===== src/rtl/nco_sweep_ctrl.sv =====
// nco_sweep_ctrl: frequency-sweep sequencer that drives an NCO phase
// increment (FCW). It steps from a start FCW to a stop FCW in fixed
// increments and holds each value for a programmable dwell. A sweep can
// run once or repeat until aborted.
// Optional build macro SWEEP_TRIANGLE_EN: after reaching stop, the sweep
// turns around and descends back to start instead of ending at stop.
module nco_sweep_ctrl #(
    parameter int FCW_W   = 16,
    parameter int DWELL_W = 16
) (
    input  logic               sys_clk,
    input  logic               sys_rst,
    input  logic               start,
    input  logic               abort,
    input  logic [FCW_W-1:0]   cfg_start_fcw,
    input  logic [FCW_W-1:0]   cfg_stop_fcw,
    input  logic [FCW_W-1:0]   cfg_step,
    input  logic [DWELL_W-1:0] cfg_dwell,
    input  logic               cfg_loop,
    output logic [FCW_W-1:0]   fcw_out,
    output logic               fcw_valid,
    output logic               busy,
    output logic               done
);

    typedef enum logic [1:0] {IDLE, DWELL, STEP, DONE} state_t;

    state_t             state;
    logic [FCW_W-1:0]   start_l;
    logic [FCW_W-1:0]   stop_l;
    logic [FCW_W-1:0]   step_l;
    logic [DWELL_W-1:0] dwell_l;
    logic [DWELL_W-1:0] dwell_cnt;
    logic               loop_l;
    logic               single_l;   // start >= stop: a one-value sweep

    // One extra bit so the sum never wraps before it is clamped to stop
    logic [FCW_W:0]     next_up;
    logic [FCW_W-1:0]   fcw_up;
    logic               at_end;

`ifdef SWEEP_TRIANGLE_EN
    logic               dir_up;
    logic [FCW_W:0]     next_dn;
    logic [FCW_W-1:0]   fcw_dn;
    logic               turn;
`endif

    assign next_up = {1'b0, fcw_out} + {1'b0, step_l};
    assign fcw_up  = (next_up >= {1'b0, stop_l}) ? stop_l : next_up[FCW_W-1:0];

`ifdef SWEEP_TRIANGLE_EN
    // A borrow in the top bit means the difference went below zero
    assign next_dn = {1'b0, fcw_out} - {1'b0, step_l};
    assign fcw_dn  = (next_dn[FCW_W] || (next_dn[FCW_W-1:0] <= start_l)) ?
                     start_l : next_dn[FCW_W-1:0];
    assign turn    = dir_up && (fcw_out == stop_l);
    assign at_end  = single_l || (!dir_up && (fcw_out == start_l));
`else
    assign at_end  = single_l || (fcw_out == stop_l);
`endif

    // Sweep sequencer: latches the configuration, counts dwell, steps the FCW
    always_ff @(posedge sys_clk) begin
        if (sys_rst) begin
            state     <= IDLE;
            fcw_out   <= '0;
            fcw_valid <= 1'b0;
            busy      <= 1'b0;
            done      <= 1'b0;
            dwell_cnt <= '0;
            start_l   <= '0;
            stop_l    <= '0;
            step_l    <= '0;
            dwell_l   <= '0;
            loop_l    <= 1'b0;
            single_l  <= 1'b0;
`ifdef SWEEP_TRIANGLE_EN
            dir_up    <= 1'b1;
`endif
        end else if (abort) begin
            // fcw_out is left alone so the NCO keeps its current frequency
            state     <= IDLE;
            fcw_valid <= 1'b0;
            busy      <= 1'b0;
            done      <= 1'b0;
        end else begin
            fcw_valid <= 1'b0;
            done      <= 1'b0;
            case (state)
                IDLE: begin
                    if (start) begin
                        start_l   <= cfg_start_fcw;
                        stop_l    <= cfg_stop_fcw;
                        step_l    <= (cfg_step == '0) ? FCW_W'(1) : cfg_step;
                        dwell_l   <= cfg_dwell;
                        loop_l    <= cfg_loop;
                        single_l  <= (cfg_start_fcw >= cfg_stop_fcw);
                        fcw_out   <= cfg_start_fcw;
                        fcw_valid <= 1'b1;
                        busy      <= 1'b1;
                        dwell_cnt <= '0;
                        state     <= DWELL;
`ifdef SWEEP_TRIANGLE_EN
                        dir_up    <= 1'b1;
`endif
                    end
                end
                DWELL: begin
                    if (dwell_cnt == dwell_l) begin
                        if (at_end) begin
                            if (loop_l) begin
                                fcw_out   <= start_l;
                                fcw_valid <= 1'b1;
                                dwell_cnt <= '0;
`ifdef SWEEP_TRIANGLE_EN
                                dir_up    <= 1'b1;
`endif
                            end else begin
                                done  <= 1'b1;
                                state <= DONE;
                            end
                        end else begin
`ifdef SWEEP_TRIANGLE_EN
                            if (turn) begin
                                dir_up <= 1'b0;
                            end
`endif
                            state <= STEP;
                        end
                    end else begin
                        dwell_cnt <= dwell_cnt + DWELL_W'(1);
                    end
                end
                STEP: begin
`ifdef SWEEP_TRIANGLE_EN
                    fcw_out <= dir_up ? fcw_up : fcw_dn;
`else
                    fcw_out <= fcw_up;
`endif
                    fcw_valid <= 1'b1;
                    dwell_cnt <= '0;
                    state     <= DWELL;
                end
                DONE: begin
                    busy  <= 1'b0;
                    state <= IDLE;
                end
                default: begin
                    busy  <= 1'b0;
                    state <= IDLE;
                end
            endcase
        end
    end

endmodule


===== config.mk =====
export PLATFORM = sky130hd
export DESIGN_NAME = nco_sweep_ctrl
export DESIGN_NICKNAME = d
export VERILOG_FILES = /design/src/rtl/nco_sweep_ctrl.sv
export SDC_FILE = /design/constraint.sdc
export NUM_CORES = 1
export LEC_CHECK = 0
export CAP_MARGIN = 20
export CELL_PAD_IN_SITES_DETAIL_PLACEMENT = 1
export CELL_PAD_IN_SITES_GLOBAL_PLACEMENT = 1
export CORE_AREA = 10 10 143 211
export DETAILED_ROUTE_END_ITERATION = 10
export DIE_AREA = 0 0 153 221
export PLACE_DENSITY_LB_ADDON = 0.1
export SETUP_SLACK_MARGIN = 0.02
export SKIP_LAST_GASP = 1
export SLEW_MARGIN = 30
export SYNTH_ARGS = -nofsm -noshare
export SYNTH_HDL_FRONTEND = slang
export SYNTH_SLANG_ARGS = --single-unit

===== constraint.sdc =====
create_clock -name sys_clk -period 10.72 [get_ports sys_clk]
set_input_delay 3.216 -clock sys_clk [delete_from_list [all_inputs] [get_ports sys_clk]]
set_output_delay 3.216 -clock sys_clk [all_outputs]
set_load 0.03 [all_outputs]

# Word-level counts from Yosys, hierarchy flattened

Cells that the tools add are included.

Input bits: 69
Memories: 0
Output and inout port bits: 19
Latch bits: 0
Memory bits (read-only): 0
Flip-flop bits (word level): 103
RAM bits: 0

Equal/unequal tests: 12
Shift operators: 0
Reduce and logical (&&, ||, !) cells: 12
Div/mod/pow operators: 0
Mux-type cells: 25
Order comparisons: 2
$add $sub $neg: 2
$mul: 0
Bitwise gates (word level): 4

Operators with widths:

| cell                  | count |
|---|---|
| $mux 16               | 10 |
| $pmux 16 s3           | 2 |
| $eq 16x16->1          | 2 |
| $add 16x16->17        | 1 |
| $ge 17x16->1          | 1 |
| $add 16x1->16 const B | 1 |
| $ge 16x16->1          | 1 |
| $logic_not 16->1      | 1 |
| $ne 3x3->1 const B    | 3 |
| $mux 2                | 4 |
| $ne 2x2->1 const B    | 4 |
| $pmux 2 s4            | 1 |
| $mux 1                | 6 |
| $reduce_and 3->1      | 2 |
| $reduce_and 6->1      | 1 |
| $reduce_and 5->1      | 1 |
| $reduce_or 5->1       | 1 |
| $eq 2x2->1 const B    | 2 |
| $not 1->1             | 4 |
| $pmux 1 s3            | 1 |
| $reduce_bool 3->1     | 1 |
| $eq 2x1->1 const B    | 1 |
| $logic_not 2->1       | 1 |
| $pmux 1 s2            | 1 |
| other kinds (4)       | 4 |

# Depth between registers and ports, before layout

Word-level depth: 5
Gate-level depth with buffers: 17

# Least setup slack after synthesis

OpenSTA, ideal clock, no wires.

Kind: input -> register
Start: in cfg_start_fcw[0]
End: reg single_l
Data required time: 10.591 ns
Path slack: 6.149 ns
Arrival: 4.443 ns
Stages: 9
Cell sequence: inv_1 > ha_1 > nand2b_1 > a21o_1 > a21o_1 > a211oi_1 > o21ai_0 > o2111ai_1 > a31oi_1

Word-level cells in the longest chain between the ends: 1

RTL lines:

| element              | line | RTL |
|---|---|---|
| start, declared      | 15   | `input logic [FCW_W-1:0] cfg_start_fcw,` |
| $ge 16x16->1         | 98   | `single_l <= (cfg_start_fcw >= cfg_stop_fcw);` |
| end signal, assigned | 98   |  |
| end, declared        | 35   | `logic single_l;` |

No other way between the ends.
A chain may end at the register's enable or synchronous reset.

# Worst setup path in the final report

Start: in abort
End: reg fcw_out[4]

Word-level cells in the longest chain between the ends: 2

RTL lines:

| element                           | line | RTL |
|---|---|---|
| start, declared                   | 14   | `input logic abort,` |
| $not 1->1 (no source line)        | -    |  |
| $reduce_and 6->1 (no source line) | -    |  |
| end signal, assigned              | 99   | `fcw_out <= cfg_start_fcw;` |
| end signal, assigned              | 113  | `fcw_out <= start_l;` |
| end signal, assigned              | 139  | `fcw_out <= fcw_up;` |
| end, declared                     | 20   | `output logic [FCW_W-1:0] fcw_out,` |

No other way between the ends.

==> summary.md <==
| Metric | Value |
|---|---|
| Run status | completed |
| Later-pin clock latency in the skew report | 360 ps |
| Via density per instance | 4.91 |
| H-Tree Level Count | 3 |
| Ys async rst share | 0% |
| Remaining Overflow, GRT | 0 |
| Leakage | 0.00310 uW |
| Core area | 26,300 um2 |
| PD cells | 134 nW/um2 |
| Post-CTS Hold Fix Bufs | 0 |
| Layout cells sized above 1 | 3.93% |
| Most common cell after layout, fill and taps aside | nand2_1 |
| Sequential-to-total area share from yosys stat | 31.6% |
| Ant diodes | 0 |
| Total track usage | 14.6% |
| Area of the mapped netlist | 6520 um2 |
| Port Buffers | 87 |
| Final HPWL from detailed placement | approximately 19,000 um |
| Yosys reg bits | 103 |
| Synth warn | 0 |
| Gpl congestion | 0.778 |
| Setup TNS | 0 ps |
| Worst Skew | 8.64 ps |
| Worst slew pin tran | 861 ps |
| Maxcap violations | 0 |
| Slowest stage cell, crit path | or3_4 |
| Routed WL | around 25,000 um |
| RSZ-0062 raised after global routing | no |
| Post-synth top flop | dfxtp_1 |
| Reg area | 2060 um2 |
| Post-CTS resize count | 0 |
| Post-synth EDFFs | 0 |
| Synth Instances | 848 |
| Peak VDD IR | 0.0751 mV |
| Avg WL per Cell | approximately 20 um |
| I/O pins | between 80 and 90 |
| TritonRoute pass-1 iters | 4 |
| Crit Path Class | in2reg |
| R2R Path End | fcw_out[8] |
| Die X | 153 um |
| Reg2reg path depth | 16 |
| Final setup fails | 0 |
| CP Cell Sequence | clkdlybuf4s50_1 -> nor3_1 -> buf_4 -> nand3_2 -> or3_4 -> o32ai_1 |
| Clk sinks | 103 |
| Flop-to-flop setup slack | 5920 ps |
| Clk pin slew, worst setup/hold paths | 70 ps |
| CP startpoint | abort |
| Die area | 33,800 um2 |
| Achievable Freq | about 180 MHz |
| Number of global-route vias before repair | around 6,700 |
| Critical Path Sink Type | flip-flop |
| CTS root buf | clkbuf_16 |
| Remaining antenna violation count | 0 |
| Slew headroom | 42.4% |
| CTS tree | yes |
| Critical Path Source Type | input pin |
| Nets | 1,035 |
| FILL cells | 3,180 |
| Layout area overhead | 22.9% |
| Library cells used by synthesis | 67 |
| Mean Syn Cell Area | 7.69 um2 |
| Period utilisation layout | 50.6% |
| WP data arrival | 5690 ps |
| Worst Path Required | between 10,000 and 15,000 ps |
| Total power | ~1100 uW |
| Hold Crit Class | reg2reg |
| Initial Util | roughly a quarter |
| Pins Over Slew Limit | 0 |
| Critical Path Max Stage Delay | 630 ps |
| Commonest non-fill, non-tap cells in the layout | nand2_1 (164), dfxtp_1 (103), a21oi_1 (92) |
| Hold Fails Final Rpt | 0 |
| Via count | 6,153 |
| Initial antenna violation count | 0 |
| Row cnt | 73 |
| Post-CTS Setup Bufs | 0 |
| Footprint of the multi-input gates | slightly above 4000 um2 |
| CTS Buf Count | 9 |
| Largest net degree at the start of global routing | 66 |
| DRT iter0 DRCs | 151 |
| Critical path fanouts, max | 23 |
| Drc violations | 0 |
| Die Ht | between 200 and 250 um |
| Global-route wire length before repair | 39,000 um |
| R2r startpoint | fcw_out[0] |
| Tmin final | 5420 ps |
| Worst setup endpoint | fcw_out[4] |
| Syn_nets | 971 |
| CTS max path bufs | 2 |
==> power breakdown <==
group | internal (uW) | switching, uW | total, uW
logic | 118 | 168 | 285
clock network | 204 | 159 | 363
registers | 401 | 23.3 | 424
==> registers in the layout, indices dropped and copies added, names as in the netlist <==
signal	flops
loop_l	1
done	1
fcw_out	16
state	2
step_l	16
stop_l	16
fcw_valid	1
start_l	16
single_l	1
busy	1
dwell_l	16
dwell_cnt	16
==> metrics by stage <==
step,util (%),std cells,instance area (um2),setup slack [ps],hold slack [ps]
detailed placement,29.3,1238,7700,4920,447
global route,30.5,1253,8010,5110,484
global placement,29.3,1238,7700,4990,443
finish,30.5,1253,8010,5300,459
CTS,30.5,1253,8010,5320,458
floorplan,-,848,6520,6150,420
==> layer usage <==
metal,vias to the layer above,GRT usage (%),routed length (um)
li1,3089,-,-
met1,2976,15.0,9630
met2,68,29.0,14200
met3,20,2.15,561
met4,0,4.67,533
met5,-,0,0
==> worst max-delay path: cells and delay by family <==
family	cells	cell delay (ps)
buf+inv	2	760
simple gates	3	1400
compound gates	1	290
==> synth_stat cells (3+ instances only) <==
library cell | n | area share [%]
nand2_1 | 164 | 9.4
clkbuf_1 | 33 | 1.9
nand4_1 | 15 | 1.4
ha_1 | 53 | 10
o21a_1 | 3 | 0.35
a21o_1 | 6 | 0.69
and3_1 | 8 | 0.77
o41ai_1 | 4 | 0.54
nand3_1 | 29 | 2.2
xnor2_1 | 23 | 3.1
a21oi_1 | 92 | 7.1
inv_1 | 58 | 3.3
dfxtp_1 | 103 | 32
or3_1 | 6 | 0.58
nor3_1 | 11 | 0.84
mux2i_1 | 24 | 3.7
o21ai_1 | 3 | 0.23
a31oi_1 | 6 | 0.58
o211ai_1 | 5 | 0.58
nor2_1 | 56 | 3.2
xor2_1 | 27 | 3.6
o32ai_1 | 11 | 1.5
nor4_1 | 7 | 0.67
o21ai_0 | 30 | 2.3
a211oi_1 | 8 | 0.92
o311ai_0 | 4 | 0.54
buf_1 | 3 | 0.17
a311oi_1 | 3 | 0.40
==> kinds of logic after synthesis <==
group / share of synthesized area, %
compound gates: 19.4
buf+inv: 5.89
fa+ha+maj: 10.5
simple gates: 22.0
xor+xnor: 6.72
mux: 3.86
flops: 31.6
==> cell type report <==
class,instances,area share [%]
repair buffers,93,11.4
well taps,337,5.26
clock inverters,5,1.01
inverters,58,2.72
flip-flops and latches,103,25.7
clock buffers,10,2.86
multi-input cells,647,51.1
==> worst min path at each step <==
stage	to	depth (start not counted)	slack [ps]	start
final	start_l[1]	2	460	start_l[1]
after global routing	start_l[15]	2	480	start_l[15]
after CTS	start_l[1]	2	460	start_l[1]
after detailed placement	start_l[1]	2	450	start_l[1]
after global placement	start_l[0]	2	440	start_l[0]
after floorplan	done	1	420	loop_l
Power figures use the tool's default switching activity.
